--- src/rtl/md5_msg_padder_pkg.sv ---
// Shared constants and types for the MD5 message padder: block geometry,
// padding marker, FSM state encodings and the 512-bit block type.
package md5_msg_padder_pkg;
  localparam int MD5_BLOCK_BYTES = 64;
  localparam int MD5_LEN_OFFSET  = 56;
  localparam logic [7:0] MD5_PAD_BYTE = 8'h80;

  localparam logic [2:0] ST_FILL      = 3'd0;
  localparam logic [2:0] ST_PAD       = 3'd1;
  localparam logic [2:0] ST_LEN       = 3'd2;
  localparam logic [2:0] ST_SEND      = 3'd3;
  localparam logic [2:0] ST_SEND_LAST = 3'd4;

  // byte k lives at [8k+7:8k]
  typedef logic [MD5_BLOCK_BYTES-1:0][7:0] md5_block_t;
endpackage

--- src/rtl/md5_msg_padder_if.sv ---
// Byte-stream input and padded-block output handshakes of the MD5 padder.
interface md5_msg_padder_if;
  import md5_msg_padder_pkg::*;

  logic [7:0] in_byte;
  logic       in_keep;
  logic       in_valid;
  logic       in_last;
  logic       in_ready;
  md5_block_t block_out;
  logic       block_valid;
  logic       block_ready;
  logic       block_last;
  logic       busy;

  modport master (
    output in_byte, in_keep, in_valid, in_last, block_ready,
    input  in_ready, block_out, block_valid, block_last, busy
  );

  modport slave (
    input  in_byte, in_keep, in_valid, in_last, block_ready,
    output in_ready, block_out, block_valid, block_last, busy
  );
endinterface

--- src/rtl/md5_msg_padder.sv ---
// Packs a byte stream into RFC 1321 padded 512-bit blocks (0x80 marker,
// zero fill, 64-bit little-endian bit length) behind a valid/ready handshake.
module md5_msg_padder
  import md5_msg_padder_pkg::*;
#(
  parameter int LEN_W = 64
) (
  input logic             clk,
  input logic             reset,
  md5_msg_padder_if.slave bus
);

  logic [2:0]       state, state_nxt;
  md5_block_t       blk;
  logic [6:0]       pos;
  logic [6:0]       pos_inc;
  logic [LEN_W-1:0] cnt;
  logic [63:0]      bit_len;
  logic             ended;   // message ended exactly on a block boundary
  logic             marked;  // 0x80 already placed for this message
  logic             beat, hs;

  assign beat      = bus.in_valid && bus.in_ready;
  assign hs        = bus.block_valid && bus.block_ready;
  assign pos_inc   = pos + 7'd1;
  assign bit_len   = 64'(cnt) << 3;
  assign bus.block_out = blk;

  always_comb begin
    state_nxt = state;
    case (state)
      ST_FILL:
        if (beat) begin
          if (bus.in_keep && pos_inc == 7'(MD5_BLOCK_BYTES)) state_nxt = ST_SEND;
          else if (bus.in_last)                              state_nxt = ST_PAD;
        end
      ST_PAD:  state_nxt = (pos_inc <= 7'(MD5_LEN_OFFSET)) ? ST_LEN : ST_SEND;
      ST_LEN:  state_nxt = ST_SEND_LAST;
      ST_SEND:
        if (hs) begin
          if (marked)     state_nxt = ST_LEN;
          else if (ended) state_nxt = ST_PAD;
          else            state_nxt = ST_FILL;
        end
      ST_SEND_LAST: if (hs) state_nxt = ST_FILL;
      default:      state_nxt = ST_FILL;
    endcase
  end

  always_ff @(posedge clk) begin
    if (reset) begin
      state           <= ST_FILL;
      blk             <= '0;
      pos             <= '0;
      cnt             <= '0;
      ended           <= 1'b0;
      marked          <= 1'b0;
      bus.in_ready    <= 1'b0;
      bus.block_valid <= 1'b0;
      bus.block_last  <= 1'b0;
      bus.busy        <= 1'b0;
    end else begin
      state        <= state_nxt;
      bus.in_ready <= (state_nxt == ST_FILL);
      // outputs are registered one cycle behind entry into a send state
      bus.block_valid <= ((state == ST_SEND) || (state == ST_SEND_LAST)) && !hs;
      bus.block_last  <= (state == ST_SEND_LAST) && !hs;

      case (state)
        ST_FILL:
          if (beat && (bus.in_keep || bus.in_last)) begin
            bus.busy <= 1'b1;
            ended    <= bus.in_last;
            if (bus.in_keep) begin
              blk[pos[5:0]] <= bus.in_byte;
              pos           <= pos_inc;
              cnt           <= cnt + LEN_W'(1);
            end
          end
        ST_PAD: begin
          blk[pos[5:0]] <= MD5_PAD_BYTE;
          pos           <= pos_inc;
          marked        <= 1'b1;
        end
        ST_LEN:
          for (int k = 0; k < 8; k++) blk[MD5_LEN_OFFSET + k] <= bit_len[8*k +: 8];
        ST_SEND:
          if (hs) begin
            blk <= '0;
            pos <= '0;
          end
        ST_SEND_LAST:
          if (hs) begin
            blk      <= '0;
            pos      <= '0;
            cnt      <= '0;
            ended    <= 1'b0;
            marked   <= 1'b0;
            bus.busy <= 1'b0;
          end
        default: ;
      endcase
    end
  end

endmodule
--- src/flat_wrapper.sv ---
// flat-port wrapper written by rule: the top's interface ports become plain ports
module md5_msg_padder_flat import md5_msg_padder_pkg::*;
#(
  parameter int LEN_W = 64
)
  (clk, reset, bus_in_byte, bus_in_keep, bus_in_valid, bus_in_last, bus_block_ready, bus_in_ready, bus_block_out, bus_block_valid, bus_block_last, bus_busy);
  md5_msg_padder_if bus_i ();
  input logic clk;
  input logic reset;
  input wire logic [$bits(bus_i.in_byte)-1:0] bus_in_byte;
  input wire logic [$bits(bus_i.in_keep)-1:0] bus_in_keep;
  input wire logic [$bits(bus_i.in_valid)-1:0] bus_in_valid;
  input wire logic [$bits(bus_i.in_last)-1:0] bus_in_last;
  input wire logic [$bits(bus_i.block_ready)-1:0] bus_block_ready;
  output wire logic [$bits(bus_i.in_ready)-1:0] bus_in_ready;
  output wire logic [$bits(bus_i.block_out)-1:0] bus_block_out;
  output wire logic [$bits(bus_i.block_valid)-1:0] bus_block_valid;
  output wire logic [$bits(bus_i.block_last)-1:0] bus_block_last;
  output wire logic [$bits(bus_i.busy)-1:0] bus_busy;
  assign bus_i.in_byte = bus_in_byte;
  assign bus_i.in_keep = bus_in_keep;
  assign bus_i.in_valid = bus_in_valid;
  assign bus_i.in_last = bus_in_last;
  assign bus_i.block_ready = bus_block_ready;
  assign bus_in_ready = bus_i.in_ready;
  assign bus_block_out = bus_i.block_out;
  assign bus_block_valid = bus_i.block_valid;
  assign bus_block_last = bus_i.block_last;
  assign bus_busy = bus_i.busy;
  md5_msg_padder #(.LEN_W(LEN_W)) u_core (.clk(clk), .reset(reset), .bus(bus_i));
endmodule
--- config.mk ---
export PLATFORM = sky130hd
export DESIGN_NAME = md5_msg_padder_flat
export DESIGN_NICKNAME = d
export VERILOG_FILES = /design/src/rtl/md5_msg_padder_pkg.sv /design/src/rtl/md5_msg_padder_if.sv /design/src/rtl/md5_msg_padder.sv /design/src/flat_wrapper.sv
export SDC_FILE = /design/constraint.sdc
export NUM_CORES = 1
export LEC_CHECK = 0
export CORE_MARGIN = 5
export CORE_UTILIZATION = 50
export DETAILED_ROUTE_END_ITERATION = 10
export GPL_TIMING_DRIVEN = 1
export MAX_ROUTING_LAYER = met4
export PLACE_DENSITY = 0.8
export RECOVER_POWER = 25
export SETUP_SLACK_MARGIN = 0.4
export SYNTH_ARGS = -nofsm -noshare
export SYNTH_HDL_FRONTEND = slang
export SYNTH_SLANG_ARGS = --single-unit
--- constraint.sdc ---
create_clock -name clk -period 3 [get_ports clk]
set_input_delay 0.6 -clock clk [delete_from_list [all_inputs] [get_ports clk]]
set_output_delay 0.6 -clock clk [all_outputs]
set_load 0.03 [all_outputs]
* Word-level counts from Yosys, hierarchy flattened
Index checks and enable logic that the tools add are counted.
** Operators by class
- Add/subtract/negate cells :: 2
- Multiply operators :: 0
- Div/mod/pow operators :: 0
- Order comparisons :: 3
- Eq/ne operators :: 9
- Shifts and indexed selects :: 0
- Multiplexer cells :: 31
- Bitwise operators :: 3
- Reduce and logical (&&, ||, !) cells :: 22
** Operators by type and width (count)
- $mux W512 :: 3
- $pmux W448 S3 :: 1
- $bwmux W512 :: 1
- $and A448 B448 Y448 :: 1
- $not A448 Y448 :: 1
- $pmux W64 S4 :: 1
- $mux W64 :: 3
- $pmux W64 S2 :: 1
- $add A64 B1 Y64 const B :: 1
- $or A64 B64 Y64 :: 1
- $demux W8 S6 :: 1
- $mux W7 :: 3
- $pmux W7 S3 :: 1
- $mux W3 :: 6
- $pmux W3 S5 :: 1
- $reduce_and A4 Y1 :: 3
- $mux W8 :: 1
- $add A7 B1 Y7 const B :: 1
- $eq A7 B7 Y1 const B :: 1
- $le A7 B6 Y1 const B :: 1
- $logic_and A1 B1 Y1 :: 7
- $lt A6 B7 Y1 const B :: 1
- $eq A3 B2 Y1 const B :: 2
- $ge A6 B1 Y1 const B :: 1
- 15 further kinds :: 26
** Word-level totals
- Flip-flop bits (word level) :: 592
- Bits in latches :: 0
- Memory bits (writable) :: 0
- Bits in read-only memories :: 0
- Input port bits :: 14
- Output and inout bits :: 516
- Logic and storage cells :: 143
- Memories :: 0

* Longest topological paths before layout
Gate-level depths: netlist (run 1).
- Depth in word-level cells :: 8
- Gate-level depth with buffers :: 10
- Depth with buffers taken out :: 6

* Least setup slack after synthesis (run 1)
OpenSTA, ideal clock, no wires.
- Kind :: input to register
- From :: input bus_in_keep
- To :: register with a tool-made name
- Library setup time :: 128 ps
- Arrival :: 2205 ps
- Required time :: 2872 ps
- Path slack :: 667 ps
- Cell stages on the path :: 8
- Buffers on the path :: 3
- Cell sequence :: a31oi_1 -> nor3_1 -> clkbuf_1 -> clkbuf_1 -> o211ai_1 -> clkbuf_1 -> nand3_1 -> o21ai_1
** RTL lines
- start, declared :: line flat_wrapper.sv:11 : input wire logic [$bits(bus_i.in_keep)-1:0] bus_in_keep;

==> results of run 1 <==
cell type report:
| cell class | count | area, µm² | share of cell area |
|---|---|---|---|
| sequential | 589 | 11800 | 0.376 |
| multi-input combinational | 1705 | 10000 | 0.320 |
| timing repair buffer | 678 | 6560 | 0.209 |
| clock buffer | 80 | 1710 | 0.0544 |
| tap | 600 | 751 | 0.0239 |
| clock inverter | 30 | 404 | 0.0129 |
| inverter | 33 | 124 | 0.00395 |
| antenna | 2 | 5.00 | 0.000160 |
layer usage:
layer,up-vias,track usage,wire length (µm)
li1,10500,-,-
met1,10900,0.418,33400
met2,1291,0.544,41000
met3,261,0.0570,7800
met4,0,0.157,4630
met5,-,-,0
cells in the mapped netlist, drive strengths merged, types with 4 or more instances:
cell / number
a211oi: 14
a21o: 7
a21oi: 148
a221oi: 12
a22o: 28
a22oi: 56
a311oi: 8
a32o: 12
a32oi: 19
and2: 20
and3: 19
and4: 4
buf: 35
clkbuf: 198
dfxtp: 589
inv: 33
mux2i: 31
nand2: 109
nand2b: 4
nand3: 331
nand3b: 6
nand4: 35
nor2: 130
nor2b: 22
nor3: 50
nor3b: 9
nor4: 7
o211ai: 44
o21a: 7
o21ai: 362
o22ai: 12
o2bb2ai: 63
o31ai: 33
or2: 10
or3: 19
or3b: 5
or4: 33
xnor2: 6
xor2: 7
logic make-up (layout without fill, tap and decap cells):
group                      count (synthesis)  after routing
AOI/OAI and AO/OA                        838            838
xor gates and xnor gates                  13             13
adders and majority gates                  3              3
buffers and inverters                    266            821
DFF                                      589            589
muxes                                     31             31
other                                      0              2
and+or+nand+nor                          820            820
stage by stage:
| stage | utilization | setup slack (ns) | total power [W] |
|---|---|---|---|
| after detailed placement | 0.647 | 0.0643 | 0.00876 |
| after floorplan | - | 0.667 | 0.00841 |
| after global routing | 0.694 | 0.217 | 0.0170 |
| final | 0.694 | 0.330 | 0.0165 |
| after global placement | 0.647 | 0.107 | 0.00875 |
| after CTS | 0.694 | 0.432 | 0.0166 |
critical path: cells and delay by family, from the launching register on:
| family | cells | cell delay [ns] |
|---|---|---|
| compound gates | 2 | 0.77 |
| buf+inv | 2 | 0.58 |
| flops | 1 | 0.32 |
| simple gates | 3 | 0.90 |
timing repair:
action | CTS | global route
pin swaps | 0 | 3
gates resized for setup | 1 | 8
setup buffers | 0 | 2
endpoints found under the setup margin | 15 | 68
power by group through the flow:
stage / sequential (W) / clock, W / combinational [W]
6_report: 0.00785 / 0.00792 / 0.000747
5_1_grt: 0.00785 / 0.00834 / 0.000777
4_1_cts: 0.00785 / 0.00799 / 0.000734
3_5_place_dp: 0.00803 / 0 / 0.000732
3_3_place_gp: 0.00803 / 0 / 0.000724
2_1_floorplan: 0.00804 / 0 / 0.000374
path summary, 6_finish.rpt:
kind                         startpoint  endpoint  slack, ns  cells past startpoint
min                            register  register       0.45                      2
max          u_core.state[1]$_SDFF_PP0_  register       0.33                      7
max reg2reg  u_core.state[1]$_SDFF_PP0_  register       0.33                      7
min reg2reg                    register  register       0.45                      2
==> reports/results.txt, run 1 <==
CTS tree - yes
Global-route wire length before repair - 131000 µm
Compound-cell area share of the yosys netlist - 0.230
Primary FF master, synth - dfxtp_1
CP cell instances - or3b_1, a21oi_2, buf_12, o211ai_1, clkbuf_1, nor2b_1, nor3_1
Worst Hold Slack - 0.449 ns
F_max - 375 MHz
Via count of the routed design - 22900
Comb pwr share - 0.045
Die Span Y - 223 µm
Post-synth top area cell - dfxtp_1
Worst setup SP type - register
Commonest cells after routing, fill and taps aside - 587 x dfxtp_1, 330 x nand3_1, 330 x clkdlybuf4s50_1, 260 x o21ai_1, 198 x dlygate4sd3_1
Number of failing hold endpoints at the final stage - 0
Psw - 0.00375 W
Clock sink count - 589
Adder-cell share of the synthesized area - 0.00165
Drt initial violations - 2577
Cells after Synth - 2560
Xor/xnor cell area share of the yosys netlist - 0.00501
Number of enable flip-flop cells after synthesis - 0
Arrival @ worst endpoint - 3.20 ns
Remaining antenna violation count - 0
Post-Syn Area - 22700 µm²
Root buffer cell - clkbuf_16
Final Max Tran Viols - 0
Leak Pwr - 11.2 nW
Worst ir drop on vdd - 0.449 mV
DR vias/cell - 6.17
Placed Area - 29200 µm²
Fin crit period - 2.67 ns
Port bufs - 529
Max_slew headroom - 0.306
Kind of critical path - register to register
Std-Cell Rows - 78
Routability congestion estimate - 0.939
Final setup fails - 0
Clk_skew - 0.0198 ns
Req. time, crit path - 3.53 ns
Post-Synth Simple-Gate Area - 0.186
Longest Clk Path Bufs - 3
Slew @ Worst Pin - 1.04 ns
Clock Pin Slew Worst Setup and Hold Paths - 0.06 ns
Nets - 3083
Commonest non-fill, non-tap cell in the layout - dfxtp_1
Yosys reg bits - 589
IO Pins - 530
Ranking of synthesized cells by area - dfxtp_1 52%, nand3_1 7.3%, o21ai_1 6.4%
Final setup TNS - 0 ns
GR Overflow Total - 0
Period utilization - 0.890
Non-Filler Instances - 3717
Clk pwr share - 0.480
Largest net degree at the start of global routing - 89
Post-placement cell count - 3603
Mux cell area share after synthesis - 0.0137
Critical Path Max Stage Delay - 0.67 ns
Crit path max-delay cell type - a21oi_2
Switch share - 0.227
Pwr/cell area - 527 nW/µm²
Initial antenna violation count - 2
Unrepaired setup endpoints after global routing - no
Flop pwr share - 0.475
Syn Area/Cell - 8.87 µm²
WL per Instance - 23.4 µm
Internal Pwr Total - 0.0128 W
Largest family of logic cells by synthesized area - compound AO/OA/AOI/OAI gates
Pre-antenna DRT Iters - 5
Htree depth - 2
DIE AREA - 49800 µm²
Syn Nets - 2577
Vias in the first global route - 21800
Hold WC Path Type - register to register
Max-Cap Viols - 0
Filler cells - 3387
Synthesis Warnings - 0
Crit Path Max Fanout - 30
Area Growth Syn to Fin - 38.1%
Post-synth top area share - 0.519
Yosys cell types - 70
Die boundary width - 223 µm
Endpoint class of the critical path - register
DP HPWL - 62100 µm
Status - finished, final reports clean
Starting Density - 0.503
Clock latency on the worst-skew pair - 0.62 ns
Fin area - 31400 µm²
Synth async-reset ratio - 0
Final WL - 86900 µm
Register area share after synthesis - 0.519
# hold bufs at CTS - 0
CTS Buf Count - 59
GRT Total Usage - 0.338
Core area - 45200 µm²
Share of layout cells above drive strength 1 - 0.0934
Detailed-route DRC error count - 0
Power figures use the tool's default switching activity.
==> run 2, diff against run 1 <==
Settings changed: ABC_CLOCK_PERIOD_IN_PS set to 3000.
==> results of run 2 <==
Final layout, timing and power as in run 1 (identical DEF).
==> edit (flow settings as in run 2) <==
`LEN_W` is set to 64 in 2 places; all go to 32.
--- a/src/rtl/md5_msg_padder.sv
+++ b/src/rtl/md5_msg_padder.sv
@@ -3,7 +3,7 @@
 module md5_msg_padder
   import md5_msg_padder_pkg::*;
 #(
-  parameter int LEN_W = 64
+  parameter int LEN_W = 32
 ) (
   input logic             clk,
   input logic             reset,
--- a/src/flat_wrapper.sv
+++ b/src/flat_wrapper.sv
@@ -1,7 +1,7 @@
 // flat-port wrapper written by rule: the top's interface ports become plain ports
 module md5_msg_padder_flat import md5_msg_padder_pkg::*;
 #(
-  parameter int LEN_W = 64
+  parameter int LEN_W = 32
 )
   (clk, reset, bus_in_byte, bus_in_keep, bus_in_valid, bus_in_last, bus_block_ready, bus_in_ready, bus_block_out, bus_block_valid, bus_block_last, bus_busy);
   md5_msg_padder_if bus_i ();
Function: not settled (the Yosys comparison gave no result); the edit may change what the design does.
==> edit against run 2 <==
  * Wire length decreased by 3.0%
  * Synthesized area decreased by 5.6%
  * Sequential cell count decreased by 29
  * Design area decreased by 5.3%
  * Clock skew decreased by 0.0049 ns
  * Highest routed layer unchanged
  * Worst setup slack got worse by 0.070 ns
  * Total power decreased by 7.5%
  * Global-route usage increased by 0.84 points
==> edit: results (changes against run 2) <==
Logic synthesis
  • Ys async rst share: 0% (unchanged)
  • Synth Net Count: 2301 (-11%)
  • Seq/Total Area, Yosys: 52.3% (+0.38 points)
  • Area contributors post-synth: dfxtp_1, a22oi_1, a22o_1, nor2_1, a21oi_1
  • Warning count from the yosys run: 0 (unchanged)
  • Count of different cell masters after synthesis: 78 (+11%)
  • Synth cell count leaders: dfxtp_1, nor2_1, a22oi_1

Clock network
  • Worst-path clk slew: 0.06 ns (about the same)
  • CTS Buf Count: 55 (-6.8%)
  • # hold bufs at CTS: 0 (unchanged)
  • H-tree levels: 2 (unchanged)
  • CTS max path bufs: 3 (unchanged)
  • Root buffer cell: clkbuf_16

Setup path
  • Slowest CP cell: a2111o_2
  • Max FO, Critical Path: 19 (-37%)
  • Worst Setup SP: u_core.state[2]
  • Critical path's largest stage delay: 0.69 ns (+0.02 ns)
  • Worst path arrival time: 3.27 ns (+0.07 ns)
  • CP top delay family: simple AND/OR/NAND/NOR gates

Timing
  • Worst-margin pin slew: 1.25 ns (+0.214 ns)
  • Clk_skew: 0.0149 ns (-0.00488 ns)

Pwr
  • Sequential logic power: 0.00746 W (-5.0%)
  • P_comb: 0.000766 W (+3%)
  • Top Consumer: sequential cells
  • Worst IR Drop VDD: 419 uV (-6.5%)
  • Total power: 0.0153 W (-7.5%)
  • Sw frac: 22.9% (+0.26 points)
  • Lkg Pwr: 11.0 nW (-1.2%)

Cells and area
  • Nets: 2834 (-8.1%)
  • Filler cell count: 3182 (-6.1%)
  • Ant diodes: 0 (-2)
  • Layout cells sized above 1: 9.66% (+0.32 points)

Routing
  • Routed wire length: 84.3 mm (-3.0%)
  • Routed vias: 21439 (-6.5%)
  • DRT Pass-1 Iters: 6 (+1)
  • Drt first-iter violations: 2559 (-0.70%)

Global route
  • Initial antenna violation count: 0 (-2)
  • First-pass GRT wire length: 126 mm (-3.5%)
  • Pin count of the biggest net entering global routing: 234 (+160%)
  • GRT Total Usage: 34.7% (+0.84 points)

Hold path
  • Hold Crit Class: primary input to flip-flop
  • Hold Crit Start: reset

Placed design
  • Placement Cell Area: 27800 sq um (-4.8%)
  • Post-DP HPWL: 59.8 mm (-3.7%)
  • DP Worst Slack: -0.0906 ns (-0.155 ns)
  • Placer Congestion: 0.972 (+3.6%)
  • Port-buffer cells: 529 (unchanged)

Run status
  • Outcome: finished, final reports clean
edit: changes by cell type after synthesis, moves of 69 or more:
cell      before  now
clkbuf_1     198  129
o21ai_1      292   28
nor2_1       126  329
a22o_1        28  168
nand3_1      330   29
a22oi_1       56  215
edit: final cells by class:
cell class              instances  share of cell area [%]
well taps                     539                    2.27
repair buffers                663                    21.6
clock buffers                  83                    5.60
inverters                      16                   0.202
clock inverters                13                   0.582
flip-flops and latches        560                    37.8
multi-input cells            1521                    31.9
edit: timing repair:
item	4_1_cts	5_1_grt
buffers inserted	0	3
resized for setup	0	10
setup endpoints to repair	0	155
edit: kinds of logic (layout without fill, tap and decap cells):
family | after synthesis | after routing | share of synthesized area [%]
compound gates | 812 | 813 | 27.3
simple gates | 683 | 683 | 15.4
xor+xnor | 21 | 21 | 0.858
flops | 560 | 560 | 52.3
fa+ha+maj | 3 | 3 | 0.175
mux | 1 | 1 | 0.0467
buf+inv | 204 | 775 | 3.86
edit: per-layer routing:
layer | global-route usage, % | wire, um
met5 | - | 0
met4 | 13.4 | 3600
met3 | 8.94 | 8440
met2 | 56.0 | 39700
met1 | 42.0 | 32600
edit: per-stage QoR:
| step | util [%] | std cells | hold WS (ns) |
|---|---|---|---|
| CTS | 70.3 | 3391 | 0.379 |
| global route | 70.3 | 3395 | 0.404 |
| floorplan | - | 2284 | 0.437 |
| global placement | 65.9 | 3295 | 0.440 |
| detailed placement | 65.9 | 3295 | 0.446 |
| finish | 70.3 | 3395 | 0.398 |
edit: final timing paths:
path	endpoint	slack [ns]	cells past startpoint
setup reg to reg	u_core.cnt[29]	0.26	7
setup / recovery	u_core.cnt[29]	0.26	7
hold reg to reg	flip-flop	0.46	2
hold / removal	flip-flop	0.40	2
